<file path="src/rtl/command_decoder.sv">
// Host command byte assembler for the SUMP-style analyzer: turns a UART byte
// stream into 1-byte short or 5-byte long commands, with an inter-byte timeout.
module command_decoder #(
  parameter int TIMEOUT_CYCLES = 100000,
  parameter int CNT_WIDTH      = ($clog2(TIMEOUT_CYCLES + 1) < 1) ? 1 : $clog2(TIMEOUT_CYCLES + 1)
) (
  input  logic        clock,
  input  logic        reset,
  input  logic [7:0]  rx_data,
  input  logic        rx_valid,
  output logic [7:0]  opcode,
  output logic [31:0] command,
  output logic        cmd_recv_rx,
  output logic        cmd_long,
  output logic        timeout_err,
  output logic        busy
);

  typedef enum logic {
    S_IDLE = 1'b0,
    S_ARGS = 1'b1
  } state_t;

  localparam bit                   TIMEOUT_EN = (TIMEOUT_CYCLES > 0);
  localparam logic [CNT_WIDTH-1:0] TIMER_LAST =
    (TIMEOUT_CYCLES > 0) ? CNT_WIDTH'(TIMEOUT_CYCLES - 1) : '0;

  state_t                r_state;
  state_t                w_next_state;
  logic [7:0]            r_hold_op;
  logic [23:0]           r_arg;
  logic [1:0]            r_byte_cnt;
  logic [CNT_WIDTH-1:0]  r_timer;
  logic [7:0]            r_opcode;
  logic [31:0]           r_command;
  logic                  r_cmd_recv;
  logic                  r_cmd_long;
  logic                  r_timeout_err;

  logic w_short;
  logic w_start_long;
  logic w_arg_byte;
  logic w_complete;
  logic w_expire;

  // NOTE: every signal driven here gets a default first so no path infers a latch.
  always_comb begin
    w_next_state = r_state;
    w_short      = 1'b0;
    w_start_long = 1'b0;
    w_arg_byte   = 1'b0;
    w_complete   = 1'b0;
    w_expire     = 1'b0;
    case (r_state)
      S_IDLE: begin
        if (rx_valid) begin
          if (rx_data[7]) begin
            w_start_long = 1'b1;
            w_next_state = S_ARGS;
          end else begin
            w_short = 1'b1;
          end
        end
      end
      S_ARGS: begin
        // An arriving byte beats an expiring timer on the same cycle.
        if (rx_valid) begin
          w_arg_byte = 1'b1;
          if (r_byte_cnt == 2'd3) begin
            w_complete   = 1'b1;
            w_next_state = S_IDLE;
          end
        end else if (TIMEOUT_EN && (r_timer == TIMER_LAST)) begin
          w_expire     = 1'b1;
          w_next_state = S_IDLE;
        end
      end
      default: w_next_state = S_IDLE;
    endcase
  end

  // NOTE: sequential state uses non-blocking assignments so all flops update together.
  always_ff @(posedge clock) begin
    if (reset) r_state <= S_IDLE;
    else       r_state <= w_next_state;
  end

  always_ff @(posedge clock) begin
    if (reset) begin
      r_hold_op     <= '0;
      r_arg         <= '0;
      r_byte_cnt    <= '0;
      r_timer       <= '0;
      r_opcode      <= '0;
      r_command     <= '0;
      r_cmd_recv    <= 1'b0;
      r_cmd_long    <= 1'b0;
      r_timeout_err <= 1'b0;
    end else begin
      r_cmd_recv    <= w_short | w_complete;
      r_timeout_err <= w_expire;

      if (w_short) begin
        r_opcode   <= rx_data;
        r_command  <= '0;
        r_cmd_long <= 1'b0;
      end else if (w_complete) begin
        r_opcode   <= r_hold_op;
        r_command  <= {rx_data, r_arg};
        r_cmd_long <= 1'b1;
      end

      if (w_start_long) begin
        r_hold_op  <= rx_data;
        r_arg      <= '0;
        r_byte_cnt <= '0;
        r_timer    <= '0;
      end else if (w_arg_byte) begin
        // The fourth byte goes straight into the output, so only three are held.
        case (r_byte_cnt)
          2'd0:    r_arg[7:0]   <= rx_data;
          2'd1:    r_arg[15:8]  <= rx_data;
          2'd2:    r_arg[23:16] <= rx_data;
          default: r_arg        <= r_arg;
        endcase
        r_byte_cnt <= r_byte_cnt + 2'd1;
        r_timer    <= '0;
      end else if ((r_state == S_ARGS) && TIMEOUT_EN && !w_expire) begin
        r_timer <= r_timer + CNT_WIDTH'(1);
      end
    end
  end

  assign opcode      = r_opcode;
  assign command     = r_command;
  assign cmd_recv_rx = r_cmd_recv;
  assign cmd_long    = r_cmd_long;
  assign timeout_err = r_timeout_err;
  assign busy        = (r_state == S_ARGS);

endmodule

</file>
<file path="config.mk">
export PLATFORM = sky130hd
export DESIGN_NAME = command_decoder
export DESIGN_NICKNAME = d
export VERILOG_FILES = /design/src/rtl/command_decoder.sv
export SDC_FILE = /design/constraint.sdc
export NUM_CORES = 1
export LEC_CHECK = 0
export ABC_AREA = 1
export CORE_ASPECT_RATIO = 0.75
export CORE_MARGIN = 10
export CORE_UTILIZATION = 30
export CTS_BUF_LIST = sky130_fd_sc_hd__clkbuf_8
export DETAILED_ROUTE_END_ITERATION = 12
export RECOVER_POWER = 100
export SETUP_SLACK_MARGIN = 0.4
export SYNTH_ARGS = -nofsm -noshare
export SYNTH_HDL_FRONTEND = slang
export SYNTH_SLANG_ARGS = --single-unit
</file>
<file path="constraint.sdc">
create_clock -name clock -period 1.9 [get_ports clock]
set_input_delay 0.38 -clock clock [delete_from_list [all_inputs] [get_ports clock]]
set_output_delay 0.38 -clock clock [all_outputs]
set_load 0.05 [all_outputs]
</file>
# [Word-level counts from Yosys, hierarchy flattened]
# Cells that the tools add are included.
[totals] register_bits=95 in_bits=11 output_inout_bits=44 elab_cells=50
[op_classes] addsub=2 eq_ne=4 n_mux=20 bitwise_logic=2 n_reduce_logical=10
[ops] op="17-bit by 1-bit adder with 17-bit output, second input constant" count=1
[ops] op="17-bit equality test, second input constant" count=1
[ops] op="1-bit 2-to-1 mux" count=17
[ops] op="8-bit 2-to-1 mux" count=2
[ops] op="2-bit AND reduction" count=3
[ops] op="2-bit equality test, second input constant" count=2
[ops] op="2-bit OR reduction" count=2
[ops] op="3-bit OR reduction" count=1
[ops] op="2-bit by 1-bit adder with 2-bit output, second input constant" count=1
[ops] op="2-bit by 1-bit equality test with 1-bit output, second input constant" count=1
[ops] op="2-bit logical NOT" count=1
[ops] op="1-bit case mux with 2 select lines" count=1
[ops] op="2-bit nonzero test" count=1
[ops] op="1-bit logical AND" count=1
[ops] op="1-bit logical NOT" count=1
[ops] op="1-bit NOT" count=1
[ops] op="1-bit bitwise OR" count=1

# [Logic depth before layout (Yosys ltp)]
# Gate-level depths: netlist (run 1).
[logic_depth] ltp_word=6 ltp_mapped=9

# [Least setup slack after synthesis (run 1)]
# OpenSTA, ideal clock, no wires.
[synth_path] path_kind="register -> register" startpoint="register r_state (netlist: busy)" endpoint="register r_timer[0]" arrival_ns=1.554 slack_ns=0.276 path_stages_with_launch=8 cell_sequence="dfxtp_1 inv_2 nand3_2 nand2_2 nor2_2 inv_2 buf_2 a21oi_1"
[synth_via] elab_chain_cells=3 word_cells_on_any_way=6 cone_classes="mux (3); reduce/logical (3)"
[synth_rtl] item="start, declared" line="28" source="state_t r_state;"
[synth_rtl] item="start signal, assigned" line="85" source="else r_state <= w_next_state;"
[synth_rtl] item="1-bit 2-to-1 mux" line="54" source="case (r_state)"
[synth_rtl] item="1-bit logical NOT" line="128" source="end else if ((r_state == S_ARGS) && TIMEOUT_EN && !w_expire) begin"
[synth_rtl] item="1-bit logical AND" line="128"
[synth_rtl] item="end signal, assigned" line="129" source="r_timer <= r_timer + CNT_WIDTH'(1);"
[synth_rtl] item="end, declared" line="33" source="logic [CNT_WIDTH-1:0] r_timer;"
# Several ways; a longest one is shown, not always the timed one.
# A chain may end at the register's enable or synchronous reset.

# [Worst setup path in the final report (run 1)]
[layout_path] startpoint="register r_command[23] (netlist: command[23])" endpoint="output port command[23]"
[layout_lines] item="start, declared" line="35" source="logic [31:0] r_command;"
[layout_lines] item="start signal, assigned" line="109" source="r_command <= {rx_data, r_arg};"
[layout_lines] item="end, declared" line="12" source="output logic [31:0] command,"
# No word-level cell between the ends.

==> results of run 1 <==
-- through the flow --
stage / power, mW / util [%] / cells / cell area, um2 / setup TNS (ns)
2_1_floorplan: 2.26 / - / 529 / 3920 / 0
3_3_place_gp: 2.38 / 35.5 / 747 / 4580 / 0
3_5_place_dp: 2.38 / 35.5 / 747 / 4580 / -0.0200
4_1_cts: 3.54 / 37.0 / 762 / 4770 / 0
5_1_grt: 3.65 / 35.9 / 762 / 4630 / 0
6_report: 3.48 / 35.9 / 762 / 4630 / 0
-- cell families after synthesis --
group / count (synthesis)
compound gates: 109
xor+xnor: 3
fa+ha+maj: 5
buf+inv: 46
flops: 95
simple gates: 271
-- power groups by stage --
| stage | Sequential [mW] | Combinational [mW] | Clock, mW |
|---|---|---|---|
| after global routing | 2.05 | 0.306 | 1.29 |
| after global placement | 2.09 | 0.285 | 0 |
| after floorplan | 2.13 | 0.134 | 0 |
| after CTS | 2.05 | 0.289 | 1.20 |
| after detailed placement | 2.09 | 0.287 | 0 |
| final | 2.05 | 0.275 | 1.15 |
-- how the worst max path moves through the flow --
stage	endpoint	slack [ns]	cells past startpoint	from
3_5_place_dp	opcode[4]	-0.02	7	rx_valid
6_report	command[23]	0.29	1	command[23]
5_1_grt	command[24]	0.20	1	command[24]
3_3_place_gp	opcode[7]	0.03	8	rx_valid
2_1_floorplan	r_timer[0]	0.47	7	busy
4_1_cts	r_timer[1]	0.40	7	r_timer[0]
-- routing by layer --
layer	GRT usage, %	up-vias
li1	-	1849
met1	15.6	1595
met2	15.9	97
met3	3.63	11
met4	3.66	0
met5	0	-
-- state kept, by name, summed over array words and instances (netlist names) --
register	count
r_arg	24
timeout_err	1
opcode	8
cmd_recv_rx	1
busy	1
command	32
r_timer	17
cmd_long	1
r_hold_op	8
r_byte_cnt	2
-- cell type report --
cell class	instances	area (um2)
timing repair buffer	69	402
clock inverter	5	27.5
inverter	24	92.6
sequential	95	1910
clock buffer	10	138
tap	171	214
fill	1439	8260
multi-input combinational	388	1840
-- worst register-to-register path: stages (launching register included) --
cell and delay (ns):
sky130_fd_sc_hd__dfxtp_4 0.47, sky130_fd_sc_hd__inv_2 0.12, sky130_fd_sc_hd__nand3_1 0.11, sky130_fd_sc_hd__nand2_1 0.09
sky130_fd_sc_hd__nor2_1 0.29, sky130_fd_sc_hd__inv_2 0.20, sky130_fd_sc_hd__a21oi_1 0.17
-- synthesized netlist by cell type, types with 2 or more instances --
cell and instances:
sky130_fd_sc_hd__nand3_1 43, sky130_fd_sc_hd__inv_2 4, sky130_fd_sc_hd__nor3_1 2, sky130_fd_sc_hd__clkbuf_1 8
sky130_fd_sc_hd__a21oi_2 4, sky130_fd_sc_hd__xnor2_1 2, sky130_fd_sc_hd__nand2_4 2, sky130_fd_sc_hd__nor2_2 4
sky130_fd_sc_hd__buf_1 2, sky130_fd_sc_hd__buf_2 8, sky130_fd_sc_hd__dfxtp_1 95, sky130_fd_sc_hd__o21ai_0 25
sky130_fd_sc_hd__a21oi_1 79, sky130_fd_sc_hd__nand2_2 6, sky130_fd_sc_hd__ha_1 5, sky130_fd_sc_hd__nor2_1 43
sky130_fd_sc_hd__buf_4 3, sky130_fd_sc_hd__nand2_1 160, sky130_fd_sc_hd__inv_1 20, sky130_fd_sc_hd__nand3_2 3
sky130_fd_sc_hd__nand4_1 5
-- what timing repair did --
| item | 4_1_cts | 5_1_grt |
|---|---|---|
| pin swaps | 1 | 1 |
| gates resized for setup | 13 | 22 |
| setup endpoints to repair | 23 | 73 |
==> flow_metrics.env, run 1 <==
export IMPL_run_status="complete, no violations"
export IMPL_post_synth_adder_cell_area_pct=1.60
export IMPL_synth_compound_area_share_pct=14.3
export IMPL_crit_chain="clkbuf_1"
export IMPL_mostFrequentLayoutCells="159 x sky130_fd_sc_hd__nand2_1, 89 x sky130_fd_sc_hd__dfxtp_1, 83 x sky130_fd_sc_hd__a21oi_1"
export IMPL_p_leak_nw=1.56
export IMPL_antenna_diode_count=0
export IMPL_cts_repair_timing_setup_buffer_count=0
export IMPL_layout_drive_gt1_share_pct=9.64
export IMPL_critical_path_endpoint_type="output port"
export IMPL_grt_start_max_net_pins=34
export IMPL_worst_r2r_path_depth=6
export IMPL_crit_fanout=2
export IMPL_nets=603
export IMPL_pin_count=55
export IMPL_holdCritStartpoint="cmd_long"
export IMPL_routedWlPerCell_um=13.4
export IMPL_timing_max_cap_violations=0
export IMPL_layout_cells_most_common="sky130_fd_sc_hd__nand2_1"
export IMPL_fin_worst_skew_ns=0.0118
export IMPL_root_buffer="sky130_fd_sc_hd__clkbuf_8"
export IMPL_drt_first_pass_iters=4
export IMPL_number_of_global_route_vias_before_repair=3401
export IMPL_worstPathRequired_ns=1.52
export IMPL_power_combinational_fraction_pct=7.9
export IMPL_setup_slack_of_the_critical_path_after_layout_ns=0.288
export IMPL_switching_share_pct=25.4
export IMPL_cellInternalPower_mw=2.59
export IMPL_routed_top_layer="met4"
export IMPL_clockPowerShare_pct=33.1
export IMPL_synth_area_leader_cell="sky130_fd_sc_hd__dfxtp_1"
export IMPL_setup_repair_after_global_routing_missed_its_margin="yes"
export IMPL_critPathTopFamily="buffers and inverters"
export IMPL_synthesis_nets=545
export IMPL_postCtsHoldBufs=0
export IMPL_wirelength_um=10200
export IMPL_drt_drc_violations_left=0
export IMPL_place_worst_setup_slack_ns=-0.0200
export IMPL_grt_pass1_wl_um=17000
export IMPL_clock_latency_at_the_later_pin_of_the_worst_skew_pair_ns=0.36
export IMPL_ys_types=27
export IMPL_dieHeight_um=119
export IMPL_antenna_found_initial=0
export IMPL_critPathMaxStageDelay_ns=0.49
export IMPL_worst_r2r_startpoint="busy"
export IMPL_avgViaCountPerCell=4.66
export IMPL_final_hold_viol_count=0
export IMPL_critPathLaunchType="flop"
export IMPL_final_weighted_congestion_in_routability_driven_placement=0.854
export IMPL_std_cell_rows=36
export IMPL_synthesis_area_per_instance_um2=7.40
export IMPL_max_clock_path_buffers=2
export IMPL_post_dp_hpwl_um=7440
export IMPL_drt_first_iter_violations=258
export IMPL_setup_violations=0
export IMPL_critical_path_n_buffers_inverters=1
export IMPL_regToRegEndpoint="r_timer[14]"
export IMPL_cts_tree="done"
export IMPL_floorplan_initialDensity_pct=30.4
export IMPL_largest_family_of_logic_cells_by_synthesized_area="simple AND/OR/NAND/NOR gates"
export IMPL_max_slew_margin_rel_pct=57.8
export IMPL_seq_area_frac_synth_pct=48.6
export IMPL_async_flop_share_pct=0
export IMPL_fin_crit_sh_pct=84.8
export IMPL_power_sequential_fraction_pct=59.0
export IMPL_cts_num_sinks=95
export IMPL_worst_slew_pin_slew_ns=0.636
export IMPL_netSwitchingPower_mw=0.881
export IMPL_holdCritPathClass="flop to flop"
export IMPL_crit_slowest_cell="sky130_fd_sc_hd__clkbuf_1"
export IMPL_synth_mux_area_fraction_pct=0
export IMPL_port_buffers=54
export IMPL_num_vias=3552
export IMPL_post_synth_top_area_fraction_pct=48.6
export IMPL_rrSetupSlack_ns=0.39
export IMPL_wl_met2_um=4190
export IMPL_ant_nets=0
export IMPL_post_route_hold_slack_ns=0.458
export IMPL_finalCriticalPeriod_ns=1.61
export IMPL_synth_area_leaders="sky130_fd_sc_hd__dfxtp_1 49%, sky130_fd_sc_hd__nand2_1 15%, sky130_fd_sc_hd__a21oi_1 10%"
export IMPL_maxClockFrequency_mhz=620
export IMPL_final_max_slew_violation_count=0
export IMPL_cellPowerDensity_mw_per_mm2=751
export IMPL_core_mm2=0.0129
export IMPL_wirelength_met1_um=5130
export IMPL_dieArea_mm2=0.0181
export IMPL_worst_setup_hold_path_clk_slew_ns=0.09
export IMPL_critPathArrivalTime_ns=1.23
export IMPL_ys_ff_latch=95
export IMPL_cts_htree_levels=3
export IMPL_synth_edff_count=0
export IMPL_hold_path_depth=2
export IMPL_grt_util_all_layers_pct=11.2
export IMPL_globalRoute_totalOverflow=0
export IMPL_power_ir_vdd_worst_mv=0.324
export IMPL_routed_wl_met3_um=768
export IMPL_synth_simple_area_share_pct=29.7
export IMPL_crit_type="flop to output port"
export IMPL_cts_buffers=9
export IMPL_postSynth_topFlopCell="sky130_fd_sc_hd__dfxtp_1"
export IMPL_holdPathEnd="cmd_long"
export IMPL_yosys_warnings=0
export IMPL_area_growth_from_synthesis_to_layout_pct=18.2
export IMPL_netlist_area_mm2=0.00392
export IMPL_synth_xor_area_share_pct=0.671
export IMPL_die_w_um=152
export IMPL_syn_inst=529
Power figures use the tool's default switching activity.
==> run 2: changes to the inputs <==
Clock period 1.9 ns to 1.45 ns, I/O delays scaled along.
==> flow_metrics.env, run 2 (synthesis gave the netlist of run 1 again) <==
export IMPL_crit_type="flop to flop"
export IMPL_worst_slew_pin_slew_ns=0.469
export IMPL_std_cell_rows=36
export IMPL_ant_nets=0
export IMPL_post_dp_hpwl_um=7920
export IMPL_core_mm2=0.0129
export IMPL_cts_buffers=9
export IMPL_cts_num_sinks=95
export IMPL_worst_setup_hold_path_clk_slew_ns=0.10
export IMPL_fin_worst_skew_ns=0.0142
export IMPL_p_leak_nw=2.67
export IMPL_grt_start_max_net_pins=19
export IMPL_number_of_global_route_vias_before_repair=3993
export IMPL_clock_latency_at_the_later_pin_of_the_worst_skew_pair_ns=0.37
export IMPL_postCtsHoldBufs=0
export IMPL_fin_crit_sh_pct=99.6
export IMPL_cellInternalPower_mw=3.62
export IMPL_finalCriticalPeriod_ns=1.44
export IMPL_largest_register_ff_count=32
export IMPL_critical_path_endpoint_type="flop"
export IMPL_pin_count=55
export IMPL_power_ir_vdd_worst_mv=0.499
export IMPL_max_clock_path_buffers=2
export IMPL_clockPowerShare_pct=31.4
export IMPL_critPathArrivalTime_ns=1.71
export IMPL_worstPathRequired_ns=1.72
export IMPL_die_w_um=152
export IMPL_crit_fanout=7
export IMPL_routedWlPerCell_um=17.3
export IMPL_layout_cells_most_common="sky130_fd_sc_hd__nand2_1"
export IMPL_wirelength_um=14600
export IMPL_cts_tree="done"
export IMPL_netSwitchingPower_mw=1.47
export IMPL_area_growth_from_synthesis_to_layout_pct=87.1
export IMPL_hold_path_depth=2
export IMPL_nets=685
export IMPL_layout_drive_gt1_share_pct=53.0
export IMPL_maxClockFrequency_mhz=692
export IMPL_cts_htree_levels=3
export IMPL_critPathMaxStageDelay_ns=0.40
export IMPL_rrSetupSlack_ns=0.006
export IMPL_final_weighted_congestion_in_routability_driven_placement=0.877
export IMPL_final_hold_viol_count=0
export IMPL_cellPowerDensity_mw_per_mm2=695
export IMPL_antenna_diode_count=0
export IMPL_setup_violations=0
export IMPL_grt_pass1_wl_um=20600
export IMPL_holdCritStartpoint="r_arg[21]"
export IMPL_dieHeight_um=119
export IMPL_fin_total_pwr_mw=5.09
export IMPL_num_vias=4285
export IMPL_holdCritPathClass="flop to flop"
export IMPL_setup_total_negative_slack_ns=0
export IMPL_final_max_slew_violation_count=0
export IMPL_drt_drc_violations_left=0
export IMPL_avgViaCountPerCell=5.07
export IMPL_drt_first_iter_violations=360
export IMPL_max_slew_margin_rel_pct=68.6
export IMPL_regToRegEndpoint="r_timer[4]"
export IMPL_crit_chain="nor2_2, nand2_2, nor2_4, nand2_4, buf_6, nand3_1, a21oi_2"
export IMPL_dieArea_mm2=0.0181
export IMPL_crit_slowest_cell="sky130_fd_sc_hd__dfxtp_4"
export IMPL_critPathLaunchType="flop"
export IMPL_worst_r2r_startpoint="r_timer[5]"
export IMPL_timing_max_cap_violations=0
export IMPL_post_route_hold_slack_ns=0.477
export IMPL_switching_share_pct=28.8
export IMPL_fillers=1028
export IMPL_floorplan_initialDensity_pct=30.4
export IMPL_run_status="complete, no violations"
export IMPL_antenna_found_initial=0
export IMPL_root_buffer="sky130_fd_sc_hd__clkbuf_8"
export IMPL_drt_first_pass_iters=5
export IMPL_holdPathEnd="r_arg[21]"
export IMPL_mostFrequentLayoutCells="111 x sky130_fd_sc_hd__nand2_1, 73 x sky130_fd_sc_hd__dfxtp_1, 59 x sky130_fd_sc_hd__buf_12"
export IMPL_globalRoute_totalOverflow=0
export IMPL_setup_slack_of_the_critical_path_after_layout_ns=0.00564
export IMPL_grt_util_all_layers_pct=13.7
export IMPL_power_combinational_fraction_pct=16.1
export IMPL_place_worst_setup_slack_ns=-0.269
export IMPL_power_sequential_fraction_pct=52.5
export IMPL_setup_repair_after_global_routing_missed_its_margin="yes"
export IMPL_port_buffers=54
export IMPL_worst_r2r_path_depth=7
run 2: how the worst max path moves through the flow:
stage / startpoint / endpoint / slack [ns] / cells past startpoint
2_1_floorplan: busy / r_arg[15] / 0.19 / 7
3_3_place_gp: rx_valid / r_arg[20] / -0.25 / 8
3_5_place_dp: rx_valid / r_arg[18] / -0.27 / 8
4_1_cts: r_timer[0] / r_timer[1] / 0.12 / 9
5_1_grt: r_byte_cnt[0] / opcode[0] / -0.06 / 9
6_report: r_timer[5] / r_timer[4] / 0.006 / 7
run 2: power groups by stage:
stage | registers, mW | logic (mW) | clock network, mW
6_report | 2.67 | 0.821 | 1.60
2_1_floorplan | 2.79 | 0.205 | 0
3_3_place_gp | 2.75 | 0.467 | 0
3_5_place_dp | 2.75 | 0.472 | 0
4_1_cts | 2.68 | 0.678 | 1.63
5_1_grt | 2.68 | 0.857 | 1.72
run 2: cell type report:
type / count / area (um2) / share of cell area, %
clock inverters: 7 / 47.5 / 0.649
multi-input cells: 389 / 2750 / 37.6
inverters: 24 / 124 / 1.69
repair buffers: 150 / 2100 / 28.7
flip-flops and latches: 95 / 1960 / 26.8
well taps: 171 / 214 / 2.92
clock buffers: 9 / 124 / 1.69
run 2: worst max-delay path, delay by kind of cell, from the launching register on:
family / cells / cell delay, ns
flip-flops: 1 / 0.40
buffers and inverters: 1 / 0.16
AND/OR/NAND/NOR: 5 / 0.71
AO/OA/AOI/OAI: 1 / 0.07
run 2: routing by layer:
layer  track usage (%)  part of all wire (%)  wire (um)
met4              4.50                   1.9        283
met3              4.03                   6.6        959
met1              17.6                    44       6390
met2              21.8                    48       7000
met5                 0                     0          0
run 2: through the flow:
| step | utilization, % | instance area, um2 | cells |
|---|---|---|---|
| CTS | 51.7 | 6660 | 821 |
| global route | 56.8 | 7320 | 845 |
| floorplan | - | 4120 | 529 |
| finish | 56.8 | 7320 | 845 |
| global placement | 42.6 | 5490 | 767 |
| detailed placement | 42.6 | 5490 | 767 |
run 2: repair_timing:
item                                    CTS  global route
gates cloned                              6             1
buffers inserted                         32            23
gates resized for setup                 179           141
pin swaps                                21            42
endpoints found under the setup margin  139           139
==> run 3: changes to the inputs <==
Settings changed: SKIP_LAST_GASP from default to 1.
==> flow_metrics.env, run 3 (synthesis gave the netlist of run 1 again) <==
export IMPL_run_status="complete, no violations"
export IMPL_worst_slew_pin_slew_ns=0.485
export IMPL_final_core_util_pct=56.1
export IMPL_largest_register_ff_count=32
export IMPL_setup_repair_after_global_routing_missed_its_margin="yes"
export IMPL_stdcell_count=846
export IMPL_layout_area_seq_mm2=0.00196
export IMPL_crit_chain="ha_4, nand3_4, nor2_4, nand2_4, nand2_8, nand2_4, a21oi_2"
export IMPL_drt_drc_violations_left=0
export IMPL_critical_path_n_buffers_inverters=0
export IMPL_globalRoute_totalOverflow=0
export IMPL_pin_count=55
export IMPL_dp_cells=767
export IMPL_clock_latency_at_the_later_pin_of_the_worst_skew_pair_ns=0.37
export IMPL_area_growth_from_synthesis_to_layout_pct=84.7
export IMPL_port_buffers=54
export IMPL_wirelength_um=14600
export IMPL_clockPowerShare_pct=31.4
export IMPL_layout_cells_most_common="sky130_fd_sc_hd__nand2_1"
export IMPL_drt_first_pass_iters=5
export IMPL_number_of_global_route_vias_before_repair=3993
export IMPL_fin_worst_skew_ns=0.0147
export IMPL_dieHeight_um=119
export IMPL_grt_util_all_layers_pct=13.7
export IMPL_floorplan_initialDensity_pct=30.4
export IMPL_cellPowerDensity_mw_per_mm2=703
export IMPL_postCtsHoldBufs=0
export IMPL_nets=685
export IMPL_timing_max_cap_violations=0
export IMPL_p_leak_nw=2.63
export IMPL_crit_fanout=6
export IMPL_cellInternalPower_mw=3.62
export IMPL_drt_first_iter_violations=280
export IMPL_cts_tree="done"
export IMPL_avgViaCountPerCell=5.03
export IMPL_cts_buffers=9
export IMPL_cpMostUsedCell="sky130_fd_sc_hd__nand2_4"
export IMPL_worst_setup_hold_path_clk_slew_ns=0.10
export IMPL_holdCritPathClass="flop to flop"
export IMPL_final_weighted_congestion_in_routability_driven_placement=0.877
export IMPL_dieArea_mm2=0.0181
export IMPL_crit_slowest_cell="sky130_fd_sc_hd__dfxtp_4"
export IMPL_max_clock_path_buffers=2
export IMPL_grt_pass1_wl_um=20600
export IMPL_critPathLaunchType="flop"
export IMPL_layout_drive_gt1_share_pct=51.2
export IMPL_grt_start_max_net_pins=19
export IMPL_critPathMaxStageDelay_ns=0.39
export IMPL_netSwitchingPower_mw=1.46
export IMPL_setup_violations=0
export IMPL_worst_r2r_startpoint="r_timer[0]"
export IMPL_multi_input_comb_area_mm2=0.00267
export IMPL_critPathTopFamily="simple AND/OR/NAND/NOR gates"
export IMPL_final_max_slew_violation_count=0
export IMPL_holdCritStartpoint="r_arg[7]"
export IMPL_maxClockFrequency_mhz=699
export IMPL_max_slew_margin_rel_pct=67.6
export IMPL_fin_crit_sh_pct=98.6
export IMPL_post_dp_hpwl_um=7920
export IMPL_num_vias=4258
export IMPL_finalCriticalPeriod_ns=1.43
export IMPL_ant_nets=0
export IMPL_antenna_found_initial=0
export IMPL_fillers=1056
export IMPL_power_sequential_fraction_pct=52.6
export IMPL_root_buffer="sky130_fd_sc_hd__clkbuf_8"
export IMPL_power_ir_vdd_worst_mv=0.488
export IMPL_mostFrequentLayoutCells="116 x sky130_fd_sc_hd__nand2_1, 73 x sky130_fd_sc_hd__dfxtp_1, 59 x sky130_fd_sc_hd__buf_12"
export IMPL_power_combinational_fraction_pct=16.0
export IMPL_die_w_um=152
export IMPL_routedWlPerCell_um=17.2
export IMPL_worstPathRequired_ns=1.75
export IMPL_cts_htree_levels=3
export IMPL_critPathArrivalTime_ns=1.73
export IMPL_final_hold_viol_count=0
export IMPL_std_cell_rows=36
export IMPL_worst_setup_path_startpoint="r_timer[0]"
export IMPL_core_mm2=0.0129
export IMPL_switching_share_pct=28.7
export IMPL_crit_type="flop to flop"
export IMPL_critical_path_endpoint_type="flop"
export IMPL_cts_num_sinks=95
-- run 3: changes by cell type in the layout (fill, tap and decap cells not counted) --
cell,before,now
sky130_fd_sc_hd__nand2_4,34,27
sky130_fd_sc_hd__a21oi_1,38,43
sky130_fd_sc_hd__a21oi_2,45,40
sky130_fd_sc_hd__nand2_1,111,116
sky130_fd_sc_hd__buf_4,52,56
sky130_fd_sc_hd__buf_6,20,16
sky130_fd_sc_hd__nand2_2,15,17
sky130_fd_sc_hd__nand3_1,20,22
sky130_fd_sc_hd__nand3_2,20,18
sky130_fd_sc_hd__diode_2,0,1
sky130_fd_sc_hd__nor2_2,8,9
sky130_fd_sc_hd__nor2_4,11,10
-- run 3: path summary, 6_finish.rpt --
path / to / cells after the start / slack, ns
worst min-delay path: r_arg[7] / 2 / 0.47
worst max-delay path: r_timer[5] / 7 / 0.02
worst max register to register: r_timer[5] / 7 / 0.02
worst min register to register: r_arg[7] / 2 / 0.47
-- run 3: cell type report --
type / count / area share [%]
flip-flops and latches: 95 / 27.1
well taps: 171 / 2.96
diodes: 1 / 0.0346
inverters: 24 / 1.71
multi-input cells: 389 / 37.0
clock buffers: 9 / 1.71
repair buffers: 150 / 28.9
clock inverters: 7 / 0.658
-- run 3: worst min-delay path: cells and delay by family, from the launching register on --
family	cells	cell delay, ns
compound gates	1	0.04
flops	1	0.33
simple gates	1	0.06
-- run 3: timing repair --
action                                  4_1_cts  5_1_grt
setup buffers                                32       23
resized for setup                           179      117
endpoints found under the setup margin      139      139
pin swaps                                    21       39
gates cloned                                  6        1
-- run 3: layer usage --
metal	up-vias	part of all wire [%]	GRT usage [%]
li1	2026	-	-
met3	29	7.2	4.03
met5	-	0	0
met2	149	48	21.8
met4	0	2.3	4.50
met1	2054	43	17.6
-- run 3: power by group through the flow --
stage | clock network, mW | registers, mW | logic (mW)
2_1_floorplan | 0 | 2.79 | 0.205
3_3_place_gp | 0 | 2.75 | 0.467
3_5_place_dp | 0 | 2.75 | 0.472
4_1_cts | 1.63 | 2.68 | 0.678
5_1_grt | 1.72 | 2.68 | 0.848
6_report | 1.60 | 2.67 | 0.812
-- run 3: per-stage QoR --
step | setup slack, ns | total power [mW] | TNS (ns) | hold WS, ns | area, um2
floorplan | 0.194 | 2.99 | 0 | 0.349 | 4120
global placement | -0.251 | 3.22 | -20.36 | 0.453 | 5490
detailed placement | -0.269 | 3.22 | -22.26 | 0.455 | 5490
CTS | 0.120 | 4.99 | 0 | 0.449 | 6660
global route | -0.0430 | 5.24 | -0.215 | 0.482 | 7230
finish | 0.0203 | 5.08 | 0 | 0.468 | 7230
